<file path="src/rtl/id_ex_if.sv">
// id_ex_if: signal bundle between the ID stage and the ID/EX pipeline register.
//   master : ID side / environment. Drives the decoded id_* fields and flush,
//            observes the registered ex_* fields, stall and stall_cnt.
//   slave  : the id_ex_stage register itself.
interface id_ex_if #(
  parameter int DATA_W = 32,
  parameter int REG_AW = 5,
  parameter int CNT_W  = 16
);
  // ID side
  logic              id_valid;
  logic              id_branch_eq, id_branch_ne;
  logic [2:0]        id_aluop;
  logic              id_memread, id_memwrite, id_memtoreg;
  logic              id_regdst, id_regwrite, id_alusrc, id_jump;
  logic [DATA_W-1:0] id_pc4, id_rd1, id_rd2, id_imm;
  logic [REG_AW-1:0] id_rs, id_rt, id_rd;
  logic              flush;
  // EX side
  logic              ex_valid;
  logic              ex_branch_eq, ex_branch_ne;
  logic [2:0]        ex_aluop;
  logic              ex_memread, ex_memwrite, ex_memtoreg;
  logic              ex_regdst, ex_regwrite, ex_alusrc, ex_jump;
  logic [DATA_W-1:0] ex_pc4, ex_rd1, ex_rd2, ex_imm;
  logic [REG_AW-1:0] ex_rs, ex_rt, ex_rd;
  logic              stall;
  logic [CNT_W-1:0]  stall_cnt;

  modport master (
    output id_valid, id_branch_eq, id_branch_ne, id_aluop, id_memread, id_memwrite,
           id_memtoreg, id_regdst, id_regwrite, id_alusrc, id_jump,
           id_pc4, id_rd1, id_rd2, id_imm, id_rs, id_rt, id_rd, flush,
    input  ex_valid, ex_branch_eq, ex_branch_ne, ex_aluop, ex_memread, ex_memwrite,
           ex_memtoreg, ex_regdst, ex_regwrite, ex_alusrc, ex_jump,
           ex_pc4, ex_rd1, ex_rd2, ex_imm, ex_rs, ex_rt, ex_rd, stall, stall_cnt
  );

  modport slave (
    input  id_valid, id_branch_eq, id_branch_ne, id_aluop, id_memread, id_memwrite,
           id_memtoreg, id_regdst, id_regwrite, id_alusrc, id_jump,
           id_pc4, id_rd1, id_rd2, id_imm, id_rs, id_rt, id_rd, flush,
    output ex_valid, ex_branch_eq, ex_branch_ne, ex_aluop, ex_memread, ex_memwrite,
           ex_memtoreg, ex_regdst, ex_regwrite, ex_alusrc, ex_jump,
           ex_pc4, ex_rd1, ex_rd2, ex_imm, ex_rs, ex_rt, ex_rd, stall, stall_cnt
  );
endinterface

</file>
<file path="src/rtl/id_ex_stage.sv">
// id_ex_stage: ID/EX pipeline register.
//   Latches decoded control and operand data for EX (1-cycle latency),
//   detects load-use hazards (combinational stall), inserts bubbles on
//   stall / flush / invalid ID, and forces decoder don't-care controls to 0.
// Ports:
//   clk  : rising-edge clock
//   rst  : asynchronous active-high reset
//   bus  : id_ex_if.slave -- id_* / flush in; ex_*, ex_valid, stall, stall_cnt out
module id_ex_stage #(
  parameter int DATA_W = 32,
  parameter int REG_AW = 5,
  parameter int CNT_W  = 16
) (
  input logic     clk,
  input logic     rst,
  id_ex_if.slave  bus
);

  typedef struct packed {
    logic       branch_eq;
    logic       branch_ne;
    logic [2:0] aluop;
    logic       memread;
    logic       memwrite;
    logic       memtoreg;
    logic       regdst;
    logic       regwrite;
    logic       alusrc;
    logic       jump;
  } ctrl_t;

  ctrl_t             canon, ex_ctrl;
  logic              ex_valid;
  logic [DATA_W-1:0] ex_pc4, ex_rd1, ex_rd2, ex_imm;
  logic [REG_AW-1:0] ex_rs, ex_rt, ex_rd;
  logic [CNT_W-1:0]  cnt;
  logic              rt_used, hazard, load_en;

  // Jumps don't use branch/ALU/regdst/memtoreg, stores don't write a register:
  // the decoder leaves those as don't-care, so mask them with explicit ANDs
  // (0 & X = 0) to keep X out of EX.
  always_comb begin
    canon           = '0;
    canon.branch_eq = bus.id_branch_eq & ~bus.id_jump;
    canon.branch_ne = bus.id_branch_ne & ~bus.id_jump;
    canon.aluop     = bus.id_aluop & {3{~bus.id_jump}};
    canon.alusrc    = bus.id_alusrc & ~bus.id_jump;
    canon.regdst    = bus.id_regdst & ~bus.id_jump & ~bus.id_memwrite;
    canon.memtoreg  = bus.id_memtoreg & ~bus.id_jump & ~bus.id_memwrite;
    canon.memread   = bus.id_memread;
    canon.memwrite  = bus.id_memwrite;
    canon.regwrite  = bus.id_regwrite;
    canon.jump      = bus.id_jump;
  end

  // rt is a source operand unless the ALU takes the immediate; stores read rt
  // as the store data even though alusrc=1.
  assign rt_used = ~bus.id_alusrc | bus.id_memwrite;

  // Flush is folded in here so a flushed cycle never counts as a stall.
  assign hazard = ~rst & ex_valid & ex_ctrl.memread & bus.id_valid & ~bus.flush
                & (ex_rt != '0)
                & ((ex_rt == bus.id_rs) | ((ex_rt == bus.id_rt) & rt_used));

  assign load_en = bus.id_valid & ~bus.flush & ~hazard;

  always_ff @(posedge clk or posedge rst) begin
    if (rst) begin
      ex_ctrl  <= '0;
      ex_valid <= 1'b0;
      ex_pc4   <= '0;
      ex_rd1   <= '0;
      ex_rd2   <= '0;
      ex_imm   <= '0;
      ex_rs    <= '0;
      ex_rt    <= '0;
      ex_rd    <= '0;
      cnt      <= '0;
    end else begin
      // bubble = controls and valid cleared; data fields are don't-care and load regardless
      ex_ctrl  <= load_en ? canon : '0;
      ex_valid <= load_en;
      ex_pc4   <= bus.id_pc4;
      ex_rd1   <= bus.id_rd1;
      ex_rd2   <= bus.id_rd2;
      ex_imm   <= bus.id_imm;
      ex_rs    <= bus.id_rs;
      ex_rt    <= bus.id_rt;
      ex_rd    <= bus.id_rd;
      if (hazard && cnt != '1) cnt <= cnt + 1'b1;
    end
  end

  assign bus.ex_valid     = ex_valid;
  assign bus.ex_branch_eq = ex_ctrl.branch_eq;
  assign bus.ex_branch_ne = ex_ctrl.branch_ne;
  assign bus.ex_aluop     = ex_ctrl.aluop;
  assign bus.ex_memread   = ex_ctrl.memread;
  assign bus.ex_memwrite  = ex_ctrl.memwrite;
  assign bus.ex_memtoreg  = ex_ctrl.memtoreg;
  assign bus.ex_regdst    = ex_ctrl.regdst;
  assign bus.ex_regwrite  = ex_ctrl.regwrite;
  assign bus.ex_alusrc    = ex_ctrl.alusrc;
  assign bus.ex_jump      = ex_ctrl.jump;
  assign bus.ex_pc4       = ex_pc4;
  assign bus.ex_rd1       = ex_rd1;
  assign bus.ex_rd2       = ex_rd2;
  assign bus.ex_imm       = ex_imm;
  assign bus.ex_rs        = ex_rs;
  assign bus.ex_rt        = ex_rt;
  assign bus.ex_rd        = ex_rd;
  assign bus.stall        = hazard;
  assign bus.stall_cnt    = cnt;

endmodule

</file>
<file path="src/flat_wrapper.sv">
// flat-port wrapper written by rule: the top's interface ports become plain ports
module id_ex_stage_flat 
#(
  parameter int DATA_W = 32,
  parameter int REG_AW = 5,
  parameter int CNT_W  = 16
)
  (clk, rst, bus_id_valid, bus_id_branch_eq, bus_id_branch_ne, bus_id_aluop, bus_id_memread, bus_id_memwrite, bus_id_memtoreg, bus_id_regdst, bus_id_regwrite, bus_id_alusrc, bus_id_jump, bus_id_pc4, bus_id_rd1, bus_id_rd2, bus_id_imm, bus_id_rs, bus_id_rt, bus_id_rd, bus_flush, bus_ex_valid, bus_ex_branch_eq, bus_ex_branch_ne, bus_ex_aluop, bus_ex_memread, bus_ex_memwrite, bus_ex_memtoreg, bus_ex_regdst, bus_ex_regwrite, bus_ex_alusrc, bus_ex_jump, bus_ex_pc4, bus_ex_rd1, bus_ex_rd2, bus_ex_imm, bus_ex_rs, bus_ex_rt, bus_ex_rd, bus_stall, bus_stall_cnt);
  id_ex_if #(.DATA_W(DATA_W), .REG_AW(REG_AW), .CNT_W(CNT_W)) bus_i ();
  input logic clk;
  input logic rst;
  input wire logic [$bits(bus_i.id_valid)-1:0] bus_id_valid;
  input wire logic [$bits(bus_i.id_branch_eq)-1:0] bus_id_branch_eq;
  input wire logic [$bits(bus_i.id_branch_ne)-1:0] bus_id_branch_ne;
  input wire logic [$bits(bus_i.id_aluop)-1:0] bus_id_aluop;
  input wire logic [$bits(bus_i.id_memread)-1:0] bus_id_memread;
  input wire logic [$bits(bus_i.id_memwrite)-1:0] bus_id_memwrite;
  input wire logic [$bits(bus_i.id_memtoreg)-1:0] bus_id_memtoreg;
  input wire logic [$bits(bus_i.id_regdst)-1:0] bus_id_regdst;
  input wire logic [$bits(bus_i.id_regwrite)-1:0] bus_id_regwrite;
  input wire logic [$bits(bus_i.id_alusrc)-1:0] bus_id_alusrc;
  input wire logic [$bits(bus_i.id_jump)-1:0] bus_id_jump;
  input wire logic [$bits(bus_i.id_pc4)-1:0] bus_id_pc4;
  input wire logic [$bits(bus_i.id_rd1)-1:0] bus_id_rd1;
  input wire logic [$bits(bus_i.id_rd2)-1:0] bus_id_rd2;
  input wire logic [$bits(bus_i.id_imm)-1:0] bus_id_imm;
  input wire logic [$bits(bus_i.id_rs)-1:0] bus_id_rs;
  input wire logic [$bits(bus_i.id_rt)-1:0] bus_id_rt;
  input wire logic [$bits(bus_i.id_rd)-1:0] bus_id_rd;
  input wire logic [$bits(bus_i.flush)-1:0] bus_flush;
  output wire logic [$bits(bus_i.ex_valid)-1:0] bus_ex_valid;
  output wire logic [$bits(bus_i.ex_branch_eq)-1:0] bus_ex_branch_eq;
  output wire logic [$bits(bus_i.ex_branch_ne)-1:0] bus_ex_branch_ne;
  output wire logic [$bits(bus_i.ex_aluop)-1:0] bus_ex_aluop;
  output wire logic [$bits(bus_i.ex_memread)-1:0] bus_ex_memread;
  output wire logic [$bits(bus_i.ex_memwrite)-1:0] bus_ex_memwrite;
  output wire logic [$bits(bus_i.ex_memtoreg)-1:0] bus_ex_memtoreg;
  output wire logic [$bits(bus_i.ex_regdst)-1:0] bus_ex_regdst;
  output wire logic [$bits(bus_i.ex_regwrite)-1:0] bus_ex_regwrite;
  output wire logic [$bits(bus_i.ex_alusrc)-1:0] bus_ex_alusrc;
  output wire logic [$bits(bus_i.ex_jump)-1:0] bus_ex_jump;
  output wire logic [$bits(bus_i.ex_pc4)-1:0] bus_ex_pc4;
  output wire logic [$bits(bus_i.ex_rd1)-1:0] bus_ex_rd1;
  output wire logic [$bits(bus_i.ex_rd2)-1:0] bus_ex_rd2;
  output wire logic [$bits(bus_i.ex_imm)-1:0] bus_ex_imm;
  output wire logic [$bits(bus_i.ex_rs)-1:0] bus_ex_rs;
  output wire logic [$bits(bus_i.ex_rt)-1:0] bus_ex_rt;
  output wire logic [$bits(bus_i.ex_rd)-1:0] bus_ex_rd;
  output wire logic [$bits(bus_i.stall)-1:0] bus_stall;
  output wire logic [$bits(bus_i.stall_cnt)-1:0] bus_stall_cnt;
  assign bus_i.id_valid = bus_id_valid;
  assign bus_i.id_branch_eq = bus_id_branch_eq;
  assign bus_i.id_branch_ne = bus_id_branch_ne;
  assign bus_i.id_aluop = bus_id_aluop;
  assign bus_i.id_memread = bus_id_memread;
  assign bus_i.id_memwrite = bus_id_memwrite;
  assign bus_i.id_memtoreg = bus_id_memtoreg;
  assign bus_i.id_regdst = bus_id_regdst;
  assign bus_i.id_regwrite = bus_id_regwrite;
  assign bus_i.id_alusrc = bus_id_alusrc;
  assign bus_i.id_jump = bus_id_jump;
  assign bus_i.id_pc4 = bus_id_pc4;
  assign bus_i.id_rd1 = bus_id_rd1;
  assign bus_i.id_rd2 = bus_id_rd2;
  assign bus_i.id_imm = bus_id_imm;
  assign bus_i.id_rs = bus_id_rs;
  assign bus_i.id_rt = bus_id_rt;
  assign bus_i.id_rd = bus_id_rd;
  assign bus_i.flush = bus_flush;
  assign bus_ex_valid = bus_i.ex_valid;
  assign bus_ex_branch_eq = bus_i.ex_branch_eq;
  assign bus_ex_branch_ne = bus_i.ex_branch_ne;
  assign bus_ex_aluop = bus_i.ex_aluop;
  assign bus_ex_memread = bus_i.ex_memread;
  assign bus_ex_memwrite = bus_i.ex_memwrite;
  assign bus_ex_memtoreg = bus_i.ex_memtoreg;
  assign bus_ex_regdst = bus_i.ex_regdst;
  assign bus_ex_regwrite = bus_i.ex_regwrite;
  assign bus_ex_alusrc = bus_i.ex_alusrc;
  assign bus_ex_jump = bus_i.ex_jump;
  assign bus_ex_pc4 = bus_i.ex_pc4;
  assign bus_ex_rd1 = bus_i.ex_rd1;
  assign bus_ex_rd2 = bus_i.ex_rd2;
  assign bus_ex_imm = bus_i.ex_imm;
  assign bus_ex_rs = bus_i.ex_rs;
  assign bus_ex_rt = bus_i.ex_rt;
  assign bus_ex_rd = bus_i.ex_rd;
  assign bus_stall = bus_i.stall;
  assign bus_stall_cnt = bus_i.stall_cnt;
  id_ex_stage #(.DATA_W(DATA_W), .REG_AW(REG_AW), .CNT_W(CNT_W)) u_core (.clk(clk), .rst(rst), .bus(bus_i));
endmodule
</file>
<file path="config.mk">
export PLATFORM = sky130hd
export DESIGN_NAME = id_ex_stage_flat
export DESIGN_NICKNAME = d
export VERILOG_FILES = /design/src/rtl/id_ex_if.sv /design/src/rtl/id_ex_stage.sv /design/src/flat_wrapper.sv
export SDC_FILE = /design/constraint.sdc
export NUM_CORES = 1
export LEC_CHECK = 0
export CAP_MARGIN = 25
export CORE_AREA = 2 2 131 133
export CTS_CLUSTER_DIAMETER = 80
export DETAILED_ROUTE_END_ITERATION = 8
export DIE_AREA = 0 0 133 135
export PLACE_DENSITY = 0.74
export SYNTH_ARGS = -nofsm -noshare
export SYNTH_HDL_FRONTEND = slang
export SYNTH_SLANG_ARGS = --single-unit
</file>
<file path="constraint.sdc">
create_clock -name clk -period 6.7 [get_ports clk]
set_clock_uncertainty 0.15 [all_clocks]
set_input_delay 1.34 -clock clk [delete_from_list [all_inputs] [get_ports clk]]
set_output_delay 1.34 -clock clk [all_outputs]
set_load 0.005 [all_outputs]
</file>
==> results of run 1 <==
==> synth_stat cells (2+ instances only) <==
cell,number
dfrtp_1,172
xnor2_1,24
and2_1,11
nand4_1,10
and3_1,8
nand2_1,6
nand3_1,6
inv_1,2
nand3b_1,2
nor2_1,2
nor3_1,2
or3b_1,2
==> per-stage QoR <==
stage	cell area (sq um)	util	hold slack (ns)	cells	power (W)
6_report	9260	0.564	0.378	854	0.00232
5_1_grt	9260	0.564	0.410	854	0.00243
4_1_cts	9230	0.562	0.377	853	0.00236
3_5_place_dp	8630	0.526	0.364	821	0.00136
3_3_place_gp	8630	0.526	0.338	821	0.00135
2_1_floorplan	5020	-	0.330	268	0.00115
==> power groups by stage <==
stage          clock network [W]   logic, W  registers [W]
2_1_floorplan                  0  0.0000276        0.00113
3_3_place_gp                   0   0.000235        0.00112
3_5_place_dp                   0   0.000238        0.00112
4_1_cts                  0.00102   0.000239        0.00110
5_1_grt                  0.00107   0.000254        0.00110
6_report                0.000989   0.000236        0.00110
==> per-layer routing <==
| layer | GRT usage | vias up | part of all wire |
|---|---|---|---|
| met2 | 0.298 | 199 | 0.53 |
| met3 | 0.0612 | 25 | 0.085 |
| met4 | 0.0729 | 0 | 0.024 |
| met5 | 0 | - | 0 |
| li1 | - | 1597 | - |
| met1 | 0.172 | 1703 | 0.36 |
==> final timing paths <==
kind                                                  endpoint  slack (ns)                                start
setup / recovery                                     bus_stall        2.04                         bus_id_rs[1]
hold / removal             u_core.bus.stall_cnt[5]$_DFFE_PP0P_        0.38  u_core.bus.stall_cnt[5]$_DFFE_PP0P_
setup reg to reg           u_core.bus.stall_cnt[1]$_DFFE_PP0P_        4.49        u_core.bus.ex_rt[3]$_DFF_PP0_
hold reg to reg            u_core.bus.stall_cnt[5]$_DFFE_PP0P_        0.38  u_core.bus.stall_cnt[5]$_DFFE_PP0P_
max in group asynchronous      u_core.bus.ex_rd2[28]$_DFF_PP0_        4.21                                  rst
min in group asynchronous  u_core.bus.stall_cnt[1]$_DFFE_PP0P_        1.16                                  rst
==> sequential cells by signal, indices dropped and copies added, names as in the netlist, 3 cells and up <==
register	cells
u_core.bus.ex_imm	32
u_core.bus.ex_rd	5
u_core.bus.ex_rt	5
u_core.bus.stall_cnt	16
u_core.bus.ex_pc4	32
u_core.bus.ex_rd2	32
u_core.bus.ex_rd1	32
u_core.bus.ex_rs	5
u_core.bus.ex_aluop	3
==> cells by family (layout without fill, tap and decap cells) <==
kind of cell / Yosys count / in the layout
compound gates: 9 / 9
xor+xnor: 25 / 25
fa+ha+maj: 1 / 1
buf+inv: 3 / 369
flops: 172 / 172
mux: 1 / 1
simple gates: 57 / 57
==> worst reg2reg max path: stages, from the launching register on <==
cell and delay, ns:
dfrtp_1 0.45, or4_4 0.56, o211a_4 0.31, o21ai_4 0.11, nand2b_2 0.18, mux2_1 0.33
==> area by class of cell <==
class                           count  area (sq um)  area share
Sequential cell                   172          4300       0.465
Timing Repair Buffer              335          3360       0.363
Multi-Input combinational cell     93           702      0.0758
Clock buffer                       19           443      0.0479
Tap cell                          220           275      0.0297
Clock inverter                     13           155      0.0168
Inverter                            2          12.5     0.00135
==> results.py, run 1 <==
metrics = {
    "status": {
        "status": "complete, no violations",
    },
    "pwr": {
        "power_leakage_nw": 3.88,
        "ir_drop_uv": 159,
        "comb_power_share": 0.102,
        "p_seq_frac": 0.473,
        "p_int_w": 0.00182,
        "p_per_area_nw_per_um2": 251,
        "power.switching_w": 0.000505,
        "swShare": 0.217,
        "pwr-share-clk": 0.425,
    },
    "cts": {
        "h-tree-depth": 4,
        "holdBufCountCts": 0,
        "ctsLongestPathBuffers": 2,
        "cts.clk_slew.worst_paths_ns": 0.07,
        "cts_root_buf": "clkbuf_16",
        "cts_tree": "yes",
        "ctsResizeCount": 0,
        "post_cts_buffers": 0,
        "worstSkewPairLatency_ns": 0.42,
        "clock_sinks": 172,
        "cts_inserted_buffers": 17,
    },
    "floorplanning": {
        "die_h_um": 135,
        "start_util": 0.306,
        "ioPinCount": 332,
        "die_area_sq_um": 18000,
        "core_area_sq_um": 16400,
        "die_x_um": 133,
        "std_cell_rows": 47,
    },
    "setup_path": {
        "cp_cell_sequence": "clkdlybuf4s50_1 -> xnor2_1 -> nand3_1 -> o22ai_2 -> buf_4 -> and2_1 -> clkdlybuf4s50_1",
        "max_stage_delay_ns": 0.51,
        "required_ns": 5.21,
        "arrival_ns": 3.17,
        "path_delay_family": "buffers and inverters",
        "end_kind": "output port",
        "cp.depth": 7,
        "crit_top_cell": "clkdlybuf4s50_1",
        "critPathBufInv": 3,
        "cp-start-kind": "input port",
        "criticalPathCategory": "input port to output port",
        "critPathMaxFanout": 18,
        "r2r_cells": 5,
        "critical-path-slowest-cell": "clkdlybuf4s50_1",
    },
    "yosys": {
        "synth-seq-cells": 172,
        "synth_top_family_by_area": "simple AND/OR/NAND/NOR gates",
        "synth.area.mux_share": 0.00224,
        "synthDistinctLibCells": 33,
        "synth_area_per_cell_sq_um": 18.7,
        "syn_nets": 428,
        "ys_top_cells_by_area": "dfrtp_1 86%, xnor2_1 4.2%, and2_1 1.4%",
        "synth_xor_area_frac": 0.0436,
        "synth-simple-area-share": 0.0711,
        "mappedNetlistArea_sq_um": 5020,
        "synth_top_area_share": 0.858,
        "yosysWarnings": 0,
        "yosysTopAreaCell": "dfrtp_1",
        "yosysSeqAreaShare": 0.858,
        "synth-main-ff-cell": "dfrtp_1",
        "synth-edff-count": 0,
        "synth_fa_ha_area_frac": 0.00249,
        "netlist_instances": 268,
        "async_flop_share": 1.00,
        "synth_compound_area_frac": 0.0204,
    },
    "placement": {
        "dp_hpwl_um": 11400,
        "place_congestion": 0.779,
        "place_ws_ns": 2.02,
        "portBuffers": 331,
    },
    "finish": {
        "final_common_cell": "clkdlybuf4s50_1",
        "drive_gt1_frac": 0.0678,
        "area_delta_synth_final_pct": 84.4,
        "n_antenna_cell": 0,
        "num-fill-cells": 1252,
        "layout_common_cells": "331 x clkdlybuf4s50_1, 172 x dfrtp_1, 24 x xnor2_1, 17 x clkbuf_16, 11 x and2_1",
        "final_nets": 781,
    },
    "job": {
        "timing.max_cap.violations": 0,
    },
    "timing": {
        "relSlewSlack": 0.549,
        "rsz0062_at_grt": "no",
        "setup_slack_ns": 2.04,
        "slew_violations": 0,
        "worst_pin_slew_ns": 0.676,
        "max_freq_ghz": 0.214,
        "setup-tns-final_ns": 0,
        "fin_crit_ns": 4.66,
        "fin_crit_sh": 0.696,
        "finalHoldViolCount": 0,
        "setup_viol": 0,
    },
    "global_route": {
        "grt_pass1_vias": 3939,
        "grt_overflow": 0,
        "grt_usage": 0.165,
        "grt_max_degree": 78,
        "grt_first_pass_wirelength_um": 22100,
        "antenna_found_initial": 0,
    },
    "route": {
        "ant_nets": 0,
        "dr.pass1.iters": 4,
        "vias_per_cell": 4.13,
        "wl_per_cell_um": 17.1,
        "drt_iter0_drc": 102,
        "totalWireLength_um": 14600,
        "dr_total_vias": 3524,
        "drc": 0,
    },
    "worst_hold_path": {
        "whs_path_depth": 1,
        "hold_class": "flip-flop to flip-flop",
    },
}
(Power assumes the default switching activity.)
==> inputs of run 2 (changes only) <==
clock period = 4.5 ns   (was 6.7 ns; I/O delays follow)
==> run 2 against run 1 <==
Compared with the run above: non-clock buffer count is the same; register-to-register slack worse by 2.2 ns; utilization grew 0.30 points; critical path depth fell by 2; largest power group unchanged.
==> results.py, run 2 (synthesis results as in run 1) <==
metrics = {
    "job": {
        "timing.max_cap.violations": 0,
    },
    "timing": {
        "relSlewSlack": 0.495,
        "setup-tns-final_ns": 0,
        "slew_violations": 0,
        "fin_crit_ns": 3.72,
        "finalHoldViolCount": 0,
        "setup_viol": 0,
        "worst_pin_slew_ns": 0.757,
        "timing.hold.ws_ns": 0.361,
        "rsz0062_at_grt": "no",
        "fin_crit_sh": 0.826,
        "max_freq_ghz": 0.269,
    },
    "route": {
        "ant_nets": 0,
        "vias_per_cell": 4.18,
        "wl_per_cell_um": 17.1,
        "totalWireLength_um": 14600,
        "wl_met1_um": 5330,
        "top_layer": "met4",
        "wl_met3_um": 1250,
        "drc": 0,
        "drt_iter0_drc": 122,
        "dr_total_vias": 3574,
        "wl_met2_um": 7750,
        "dr.pass1.iters": 4,
    },
    "finish": {
        "final_common_cell": "clkdlybuf4s50_1",
        "layout_common_cells": "331 x clkdlybuf4s50_1, 172 x dfrtp_1, 24 x xnor2_1, 17 x clkbuf_16, 11 x and2_1",
        "area_delta_synth_final_pct": 85.4,
        "final_cell_area_sq_um": 9310,
        "drive_gt1_frac": 0.0678,
        "finalCoreUtilization": 0.567,
        "final_nets": 781,
    },
    "setup_path": {
        "max_stage_delay_ns": 0.52,
        "cp_cell_sequence": "clkdlybuf4s50_1 -> and4bb_1 -> o211a_4 -> and2_1 -> clkdlybuf4s50_1",
        "path_delay_family": "buffers and inverters",
        "required_ns": 3.45,
        "criticalPathCategory": "input port to output port",
        "end_kind": "output port",
        "critical-path-slowest-cell": "clkdlybuf4s50_1",
        "reg2reg_slack_ns": 2.34,
        "cp.depth": 5,
        "crit_top_cell": "clkdlybuf4s50_1",
        "cp-start-kind": "input port",
        "critPathMaxFanout": 9,
        "r2r_cells": 5,
        "critPathBufInv": 2,
        "arrival_ns": 2.67,
    },
    "global_route": {
        "grt_first_pass_wirelength_um": 22200,
        "grt_pass1_vias": 3924,
        "grt_overflow": 0,
        "grt_max_degree": 67,
        "grt_usage": 0.167,
        "antenna_found_initial": 1,
    },
    "pwr": {
        "pwr-share-clk": 0.443,
        "p_seq_frac": 0.458,
        "p_int_w": 0.00282,
        "power_leakage_nw": 3.90,
        "swShare": 0.210,
        "comb_power_share": 0.098,
        "ir_drop_uv": 224,
        "p_total_w": 0.00357,
        "p_per_area_nw_per_um2": 384,
        "power.switching_w": 0.000749,
    },
    "floorplanning": {
        "die_area_sq_um": 18000,
        "std_cell_rows": 47,
        "core_area_sq_um": 16400,
        "die_x_um": 133,
        "ioPinCount": 332,
        "start_util": 0.306,
        "die_h_um": 135,
    },
    "cts": {
        "cts_inserted_buffers": 17,
        "cts_tree": "yes",
        "ctsResizeCount": 0,
        "h-tree-depth": 4,
        "clock_sinks": 172,
        "cts.clk_slew.worst_paths_ns": 0.06,
        "post_cts_buffers": 0,
        "worstSkewPairLatency_ns": 0.42,
        "ctsLongestPathBuffers": 2,
        "holdBufCountCts": 0,
        "cts_root_buf": "clkbuf_16",
    },
    "worst_hold_path": {
        "hold_class": "flip-flop to flip-flop",
        "whs_path_depth": 1,
    },
    "placement": {
        "place_congestion": 0.832,
        "dp_hpwl_um": 11500,
        "portBuffers": 331,
        "place_area_sq_um": 8660,
    },
    "status": {
        "status": "complete, no violations",
    },
}
## run 2: cell count changes in the layout (fill, tap and decap cells not counted)
| cell | previous run | this run |
|---|---|---|
| clkinv_4 | 3 | 0 |
| buf_12 | 0 | 2 |
| bufinv_16 | 2 | 4 |
| buf_16 | 1 | 0 |
| buf_4 | 3 | 2 |
| diode_2 | 0 | 1 |
| inv_6 | 4 | 5 |
## run 2: through the flow
step | std cells | worst slack [ns]
after floorplan | 268 | 1.25
after global placement | 822 | 0.792
after detailed placement | 822 | 0.781
after CTS | 854 | 0.780
after global routing | 855 | 0.734
final | 855 | 0.783
## run 2: path summary, 6_finish.rpt
path                                                   endpoint                            startpoint
max                                                   bus_stall                                   rst
max in group asynchronous       u_core.bus.ex_imm[25]$_DFF_PP0_                                   rst
max reg2reg                 u_core.bus.stall_cnt[1]$_DFFE_PP0P_         u_core.bus.ex_rt[0]$_DFF_PP0_
min reg2reg                u_core.bus.stall_cnt[15]$_DFFE_PP0P_  u_core.bus.stall_cnt[15]$_DFFE_PP0P_
min                        u_core.bus.stall_cnt[15]$_DFFE_PP0P_  u_core.bus.stall_cnt[15]$_DFFE_PP0P_
min in group asynchronous         u_core.bus.ex_rt[2]$_DFF_PP0_                                   rst
## run 2: power by group through the flow
stage	clock [W]	sequential, W	combinational [W]
global placement	0	0.00166	0.000351
detailed placement	0	0.00167	0.000357
finish	0.00158	0.00164	0.000351
global route	0.00170	0.00164	0.000376
floorplan	0	0.00168	0.0000414
CTS	0.00163	0.00164	0.000358
## run 2: final cells by class
type / count / area (sq um)
Clock inverter: 13 / 199
Fill cell: 1277 / 7100
Multi-Input combinational cell: 93 / 702
Tap cell: 220 / 275
Antenna cell: 1 / 2.50
Timing Repair Buffer: 335 / 3370
Clock buffer: 19 / 443
Sequential cell: 172 / 4300
Inverter: 2 / 11.3
## run 2: metal layers
| metal | up-vias | track usage |
|---|---|---|
| met1 | 1751 | 0.181 |
| met3 | 20 | 0.0604 |
| li1 | 1603 | - |
| met4 | 0 | 0.0723 |
| met2 | 200 | 0.293 |
| met5 | - | 0 |
## run 2: worst reg2reg max path, stage by stage, from the launching register on
cell and delay [ns]:
dfrtp_1 0.43, or4_4 0.56, o211a_4 0.30, o21ai_4 0.11, nand2b_2 0.18, mux2_1 0.31
